===== config.mk =====
export PLATFORM = sky130hd
export DESIGN_NAME = fma_sum_stage
export DESIGN_NICKNAME = d
export VERILOG_FILES = /design/src/rtl/fma_pkg.sv /design/src/rtl/fma_sum_core.sv /design/src/rtl/fma_sum_stage.sv
export SDC_FILE = /design/constraint.sdc
export NUM_CORES = 1
export LEC_CHECK = 0
export BUFFER_PORTS_ARGS = -buffer_cell sky130_fd_sc_hd__buf_2
export CAP_MARGIN = 0
export CELL_PAD_IN_SITES_DETAIL_PLACEMENT = 0
export CELL_PAD_IN_SITES_GLOBAL_PLACEMENT = 1
export CORE_MARGIN = 2
export CORE_UTILIZATION = 39
export CTS_CLUSTER_DIAMETER = 150
export CTS_CLUSTER_SIZE = 8
export DETAILED_ROUTE_END_ITERATION = 16
export PLACE_DENSITY = 0.75
export SLEW_MARGIN = 0
export SYNTH_ARGS = -nofsm -noshare
export SYNTH_HDL_FRONTEND = slang
export SYNTH_SLANG_ARGS = --single-unit

===== constraint.sdc =====
create_clock -name clk -period 4.6 [get_ports clk]
set_clock_uncertainty 0.05 [all_clocks]
set_input_delay 0.46 -clock clk [delete_from_list [all_inputs] [get_ports clk]]
set_output_delay 0.46 -clock clk [all_outputs]
set_load 0.05 [all_outputs]

===== src/rtl/fma_pkg.sv =====
// Shared types and widths for the FMA significand datapath.
// The stage-1 payload struct is sized from the package widths, so NF/TAGW are set here.
package fma_pkg;

    typedef enum logic [2:0] {
        FRM_RNE = 3'b000,
        FRM_RTZ = 3'b001,
        FRM_RDN = 3'b010,
        FRM_RUP = 3'b011,
        FRM_RMM = 3'b100
    } frm_e;

    // Product/addend window: room for the full product plus guard bits on both sides.
    function automatic int sum_width(input int nf);
        return 3 * nf + 6;
    endfunction

    localparam int NF   = 52;
    localparam int SW   = sum_width(NF);
    localparam int TAGW = 5;

    typedef struct packed {
        logic [SW:0]      pre_sum;
        logic             p_sign;
        logic             a_sign;
        logic             inv_a;
        logic             kill_prod;
        logic [2:0]       frm;
        logic [TAGW-1:0]  tag;
    } s1_payload_t;

endpackage


===== src/rtl/fma_sum_core.sv =====
// Combinational back half of the significand add: two's-complement PreSum to
// sign-magnitude, plus IEEE sign selection for exact-zero and addend-only results.
module fma_sum_core
    import fma_pkg::*;
(
    input  logic [SW:0]   i_pre_sum,
    input  logic          i_ps,
    input  logic          i_as,
    input  logic          i_inv_a,
    input  logic          i_kill_prod,
    input  logic [2:0]    i_frm,
    output logic [SW-1:0] o_sm,
    output logic          o_ss,
    output logic          o_sum_zero
);

    logic          w_neg;
    logic [SW-1:0] w_neg_mag;

    // Only an effective subtraction can wrap negative; bit SW is the borrow.
    assign w_neg      = i_inv_a & ~i_kill_prod & i_pre_sum[SW];
    assign w_neg_mag  = (~i_pre_sum[SW-1:0]) + 1'b1;
    assign o_sm       = w_neg ? w_neg_mag : i_pre_sum[SW-1:0];
    assign o_sum_zero = (o_sm == '0);

    always_comb begin
        o_ss = i_ps ^ w_neg;
        if (i_kill_prod) begin
            o_ss = i_as;
        end else if (o_sum_zero) begin
            o_ss = i_inv_a ? (i_frm == FRM_RDN) : i_ps;
        end
    end

endmodule


===== src/rtl/fma_sum_stage.sv =====
// Two-stage pipelined significand adder with valid/ready, flush and tag pass-through.
// Stage 1 forms the SW+1 bit two's-complement sum; stage 2 registers the sign-magnitude result.
module fma_sum_stage
    import fma_pkg::*;
(
    input  logic            clk,
    input  logic            reset_n,
    input  logic            Flush,
    input  logic            InValid,
    output logic            InReady,
    input  logic [SW-1:0]   Pm,
    input  logic [SW-1:0]   Am,
    input  logic            Ps,
    input  logic            As,
    input  logic            InvA,
    input  logic            KillProd,
    input  logic [2:0]      Frm,
    input  logic [TAGW-1:0] TagIn,
    output logic            OutValid,
    input  logic            OutReady,
    output logic [SW-1:0]   Sm,
    output logic            Ss,
    output logic            SumZero,
    output logic [TAGW-1:0] TagOut
);

    logic            r_v1;
    logic            r_v2;
    s1_payload_t     r_s1;
    logic [SW-1:0]   r_sm;
    logic            r_ss;
    logic            r_sum_zero;
    logic [TAGW-1:0] r_tag_out;

    logic            w_en1;
    logic            w_en2;
    logic [SW:0]     w_am_inv;
    logic [SW:0]     w_pre_sum;
    s1_payload_t     w_s1_d;
    logic [SW-1:0]   w_sm;
    logic            w_ss;
    logic            w_sum_zero;

    assign w_en2   = ~r_v2 | OutReady;
    assign w_en1   = ~r_v1 | w_en2;
    assign InReady = w_en1;

    // Subtraction as Pm + ~Am + 1 over SW+1 bits; the top bit then flags a negative result.
    assign w_am_inv  = InvA ? {1'b1, ~Am} : {1'b0, Am};
    assign w_pre_sum = KillProd ? {1'b0, Am}
                                : ({1'b0, Pm} + w_am_inv + {{SW{1'b0}}, InvA});

    assign w_s1_d = '{pre_sum:   w_pre_sum,
                      p_sign:    Ps,
                      a_sign:    As,
                      inv_a:     InvA,
                      kill_prod: KillProd,
                      frm:       Frm,
                      tag:       TagIn};

    always_ff @(posedge clk or negedge reset_n) begin
        if (!reset_n) begin
            r_v1 <= 1'b0;
            r_s1 <= '0;
        end else begin
            if (Flush) begin
                r_v1 <= 1'b0;
            end else if (w_en1) begin
                r_v1 <= InValid;
            end
            if (w_en1) begin
                r_s1 <= w_s1_d;
            end
        end
    end

    fma_sum_core u_core (
        .i_pre_sum   (r_s1.pre_sum),
        .i_ps        (r_s1.p_sign),
        .i_as        (r_s1.a_sign),
        .i_inv_a     (r_s1.inv_a),
        .i_kill_prod (r_s1.kill_prod),
        .i_frm       (r_s1.frm),
        .o_sm        (w_sm),
        .o_ss        (w_ss),
        .o_sum_zero  (w_sum_zero)
    );

    always_ff @(posedge clk or negedge reset_n) begin
        if (!reset_n) begin
            r_v2       <= 1'b0;
            r_sm       <= '0;
            r_ss       <= 1'b0;
            r_sum_zero <= 1'b0;
            r_tag_out  <= '0;
        end else begin
            if (Flush) begin
                r_v2 <= 1'b0;
            end else if (w_en2) begin
                r_v2 <= r_v1;
            end
            if (w_en2) begin
                r_sm       <= w_sm;
                r_ss       <= w_ss;
                r_sum_zero <= w_sum_zero;
                r_tag_out  <= r_s1.tag;
            end
        end
    end

    assign OutValid = r_v2;
    assign Sm       = r_sm;
    assign Ss       = r_ss;
    assign SumZero  = r_sum_zero;
    assign TagOut   = r_tag_out;

    // Both operands are below 2^(SW-1), so an effective addition can never carry into bit SW.
    a_no_add_carry: assert property (@(posedge clk) disable iff (!reset_n)
        (r_v1 && !r_s1.inv_a && !r_s1.kill_prod) |-> !r_s1.pre_sum[SW]);

endmodule


; Word level (Yosys, flattened, before mapping)
; Cells that the tools add are included.
[op_classes]
reduce_logical = 3
muxes = 10
n_lt_le_gt_ge = 0
n_shift = 0
n_eq_ne = 1
multipliers = 0
add_sub_neg = 3
n_bitwise = 10
div_mod_pow = 0
[op_table]
columns = operator, count
row1 = $mux W163, 2
row2 = $not A162 Y162, 2
row3 = $add A162 B163 Y163, 1
row4 = $add A163 B1 Y163, 1
row5 = $add A162 B1 Y162 const B, 1
row6 = $logic_not A162 Y1, 1
row7 = $mux W162, 1
row8 = $mux W1, 7
row9 = $reduce_bool A2 Y1, 2
row10 = $eq A3 B2 Y1 const B, 1
row11 = $not A1 Y1, 3
row12 = $and A1 B1 Y1, 2
row13 = $or A1 B1 Y1, 2
row14 = $xor A1 B1 Y1, 1
[totals]
input_bits = 341
register_bits = 346
mem_bits_rw = 0
output_inout_bits = 171
romBits = 0
latch_bits = 0
memories = 0
wordCells = 40

; Depth between registers and ports, before layout
[depth]
ltp_word = 7
mapped_depth = 20
depth_no_buf = 16

; Hierarchy
; From an unflattened synthesis, not the netlist that was laid out.
[unflattened]
cells_unflattened = 4532
hier_area_um2 = 33019.2
[by_module_without_submodules]
columns = module, seq_area_each_um2, area_per_inst_um2, instances, cells_each
row1 = fma_sum_stage, 8658.3, 27020.9, 1, 3608
row2 = fma_sum_core, 0.0, 5998.3, 1, 924

; Worst setup path before layout
; Ideal clock, no wire load.
[synth_timing]
path_type = input to register
start = input InvA
end = register r_s1[170] (netlist bit)
setup_time_ns = 0.137
path_buffers = 3
arrival_time_ns = 4.987
path_slack_ns = -0.574
required_time_ns = 4.413
cell_stages = 19
path_cell_list = clkbuf_1 buf_2 buf_1 xor2_1 fa_1 a21o_1 a2111o_1 a31oi_1 o41ai_1 a22oi_1 o21ai_0 a221oi_1 o211ai_1 a41oi_1 o31ai_1 a311oi_1 o21ai_0 xnor2_1 a21oi_1
[synth_via]
elab_chain_cells = 4
[synth_lines]
columns = element, line
row1 = start: declaration, fma_sum_stage.sv:15  ; input logic InvA,
row2 = $mux W163, fma_sum_stage.sv:49  ; assign w_am_inv = InvA ? {1'b1, ~Am} : {1'b0, Am};
row3 = $add A162 B163 Y163, fma_sum_stage.sv:51  ; : ({1'b0, Pm} + w_am_inv + {{SW{1'b0}}, InvA});
row4 = $add A163 B1 Y163 (*), fma_sum_stage.sv:51
row5 = $mux W163 (*), fma_sum_stage.sv:50  ; assign w_pre_sum = KillProd ? {1'b0, Am}
row6 = end signal: assignment, fma_sum_stage.sv:72  ; r_s1 <= w_s1_d;
row7 = end: declaration, fma_sum_stage.sv:29  ; s1_payload_t r_s1;
; Mark *: on every way between the ends. The rest lies on a longest branch, timed or not.
; A chain may end at the register's enable or synchronous reset.

; Worst setup path after layout
[layout_timing]
start = register r_s1[17] (netlist bit)
end = register r_ss, in the netlist Ss
[layout_via]
elab_chain_cells = 6
[layout_lines]
columns = element, line
row1 = $not A162 Y162, fma_sum_core.sv:22  ; assign w_neg_mag = (~i_pre_sum[SW-1:0]) + 1'b1;
row2 = $add A162 B1 Y162, fma_sum_core.sv:22
row3 = $mux W162 (*), fma_sum_core.sv:23  ; assign o_sm = w_neg ? w_neg_mag : i_pre_sum[SW-1:0];
row4 = $logic_not A162 Y1 (*), fma_sum_core.sv:24  ; assign o_sum_zero = (o_sm == '0);
row5 = $mux W1 (*), fma_sum_core.sv:30  ; end else if (o_sum_zero) begin
row6 = $mux W1 (*), fma_sum_core.sv:28  ; if (i_kill_prod) begin
row7 = end signal: assignment, fma_sum_stage.sv:104  ; r_ss <= w_ss;
row8 = end: declaration, fma_sum_stage.sv:31  ; logic r_ss;
; Marked as above.

==> results.py <==
metrics = {
    "synthesis": {
        "yosysWarnings": 0,
        "synthFlopType": "dfrtp_1",
        "yosys_register_bits": 346,
        "async_flop_share_pct": 100,
        "synth.top_cells.by_area": "dfrtp_1 27%, a21oi_1 9.7%, xor2_1 8.7%",
        "synth-edff-count": 0,
        "synth_top_area_share_pct": 27.3,
        "syn_inst": 4244,
        "syn_avg_cell_area_um2": 7.48,
        "synth_nets": 4756,
        "synth.cell_area_mm2": 0.0317,
        "yosysSeqAreaShare_pct": 27.3,
        "yosys.area.top_type": "dfrtp_1",
        "ys_types": 87,
    },
    "global_routing": {
        "grt_pass1_wl_um": 224000,
        "grt_max_degree": 128,
        "grt_pass1_vias": 35373,
        "antenna_found_initial": 9,
        "track_usage_pct": 35.5,
        "gr-total-overflow": 0,
    },
    "sta": {
        "holdWs_ns": 0.0323,
        "hold_viol": 0,
        "rsz0062_at_grt": "yes",
        "slew_headroom_pct": 37.7,
        "tns_ns": -0.115,
        "worst_pin_slew_ns": 0.935,
        "setup_ws_ns": -0.115,
        "finalCriticalPeriod_ns": 4.71,
        "finalCritPeriodShare_pct": 102,
        "setup_viol": 1,
        "drv_slew": 0,
        "max_freq_mhz": 212,
    },
    "cells_and_area": {
        "fillCellCount": 7893,
        "nets": 6181,
        "instances_no_fill": 6737,
        "drive_gt1_share_pct": 32.6,
        "final_area_mm2": 0.0453,
        "fin_util_pct": 56.3,
        "syn2layout_area_growth_pct": 42.7,
    },
    "placed_design": {
        "dp_slack_ns": -0.772,
        "place_area_mm2": 0.0430,
        "gp_congestion": 1.03,
        "portBuffers": 511,
        "dp.final_hpwl_um": 128000,
        "placedCellCount": 6626,
    },
    "clocking": {
        "cts_sinks": 346,
        "cts_tree": "built",
        "numCtsBuffers": 49,
        "clockBufferDepth": 3,
        "clk_latency_ns": 0.58,
        "root_buffer": "clkbuf_16",
        "clkTransAtPathRegs_ns": 0.05,
        "htreeDepth": 2,
    },
    "setup_path": {
        "r2r_slack_ns": -0.11,
        "r2r-end": "Ss",
        "cp_common_cell": "nand4_1",
        "critPathLaunch": "r_s1[17]",
        "worst-path-max-fanout": 8,
        "r2r_cells": 18,
        "crit_buf_inv": 4,
        "crit_type": "flop to flop",
        "timing.rr.start": "r_s1[17]",
        "startpoint_type": "flop",
        "path_delay_family": "simple AND/OR/NAND/NOR gates",
        "path_cells": "buf_4 > nor4_4 > nand4_1 > buf_4 > or4_4 > nor2_4 > buf_12 > nand4_1 > buf_4 > o21ai_1 > xor2_1 > nand4_1 > or4_4 > nor4_4 > and4_1 > nand4_1 > mux2i_1 > a21oi_1",
        "cp.arrival_ns": 5.12,
        "max_stage_delay_ns": 0.55,
        "cp-end-kind": "flop",
        "worst_path_max_delay_cell": "or4_4",
        "required_ns": 5.01,
    },
    "min_path": {
        "min_from": "TagIn[2]",
        "min_to": "r_s1[2]",
        "hold_depth": 3,
        "hp-class": "input pin to flop",
    },
    "detailed_routing": {
        "route.detailed.drc": 0,
        "drtAntennaViolNets": 0,
        "vias_per_cell": 5.63,
        "dr.pass1.iters": 6,
        "num_vias": 37931,
        "routed_wl_um": 154000,
        "drt_iter0_drc": 3881,
        "wire_per_inst_um": 22.9,
    },
    "power": {
        "leakage_nw": 21.0,
        "power_mw": 16.5,
        "ir_worst_vdd_mv": 0.252,
        "power_density_mw_per_mm2": 364,
    },
    "die": {
        "rows": 104,
        "dieArea_mm2": 0.0837,
        "start_util_pct": 39.4,
        "core_area_mm2": 0.0805,
        "die_y_um": 289,
        "die_w_um": 289,
        "ios": 512,
    },
    "outcome": {
        "violations": "setup timing",
        "status": "complete, but fails checks",
    },
    "flow_run": {
        "cap_violations": 0,
    },
}
[cell type report]
cell class / instances / area (um^2) / share of cell area [%]
multi-input cells: 3546 / 22400 / 49.4
repair buffers: 1657 / 11400 / 25.1
flip-flops and latches: 346 / 8660 / 19.1
well taps: 1060 / 1330 / 2.93
clock buffers: 50 / 1250 / 2.76
inverters: 69 / 267 / 0.588
clock inverters: 3 / 45.0 / 0.0994
diodes: 6 / 15.0 / 0.0331
[per-layer routing]
layer | part of all wire, % | vias to the layer above | global-route usage, %
met5 | 0.0084 | - | 0
met4 | 2.4 | 2 | 8.49
met3 | 8.0 | 167 | 4.17
met2 | 41 | 1583 | 51.1
met1 | 49 | 18175 | 55.6
li1 | - | 18004 | -
[what timing repair did]
item                                   4_1_cts  5_1_grt
resized for setup                           45       86
buffers inserted                            30       18
hold buffers                                 2        0
cloned                                       0        2
setup endpoints to repair                   16       48
pin swaps                                   23       40
endpoints found under the hold margin       92        0
[sequential cells by signal, summed over array words and instances (netlist names)]
name,cells
r_s1,175
Sm,162
TagOut,5
OutValid,1
Ss,1
SumZero,1
r_v1,1
[layout by cell type (no fill, tap or decap), types with 29 or more instances in the layout]
master and n:
buf_4 1127, a21oi_1 602, nor2_1 566, buf_2 508, nand2_1 370, dfrtp_1 346, xor2_1 314, o21ai_0 278
xnor2_1 170, ha_1 169, nand4_1 121, a21o_1 93, nor3_1 92, nand3_1 79, inv_1 68, o21bai_1 54
clkbuf_16 52, nor4_1 49, o21a_1 40, a31oi_1 40, or3_1 31, o31ai_1 29, and3_1 29
[cell usage after synthesis, types with 17 or more instances]
| library cell | count |
|---|---|
| nand4_1 | 121 |
| buf_1 | 30 |
| ha_1 | 170 |
| nor4_1 | 57 |
| a31oi_1 | 41 |
| a21o_1 | 93 |
| dfrtp_1 | 346 |
| nor2_1 | 569 |
| a21oi_1 | 615 |
| and2_1 | 19 |
| o21a_1 | 40 |
| mux2i_1 | 17 |
| and3_1 | 29 |
| nor3_1 | 98 |
| nand3_1 | 81 |
| a211oi_1 | 24 |
| nand2_1 | 372 |
| inv_1 | 68 |
| xor2_1 | 317 |
| nand2b_1 | 29 |
| or3_1 | 32 |
| clkbuf_1 | 244 |
| or4_1 | 34 |
| o31ai_1 | 38 |
| xnor2_1 | 172 |
| o21ai_0 | 292 |
| o21bai_1 | 54 |
[power breakdown]
part | switching, mW | internal [mW]
Combinational | 5.48 | 3.57
Sequential | 0.544 | 3.69
Clock | 1.31 | 1.91
[worst max path at each step]
stage | slack (ns) | depth (start not counted) | end
after global routing | -0.33 | 18 | Ss
final | -0.11 | 18 | Ss
after global placement | -0.69 | 21 | r_s1[134]
after detailed placement | -0.77 | 21 | r_s1[134]
after floorplan | 0.008 | 19 | r_s1[122]
after CTS | -0.02 | 20 | Ss
[worst min-delay path, cell delays in order]
cell and delay (ns):
buf_2 0.07, nand2_1 0.04, nand2_1 0.05
[cells by family after synthesis]
family | Yosys count | synth area share [%]
mux | 24 | 0.784
fa+ha+maj | 171 | 6.76
flops | 346 | 27.3
buf+inv | 352 | 4.22
xor+xnor | 489 | 13.5
simple gates | 1537 | 23.0
compound gates | 1325 | 24.5
No activity file was read; power rests on OpenSTA's default activity.
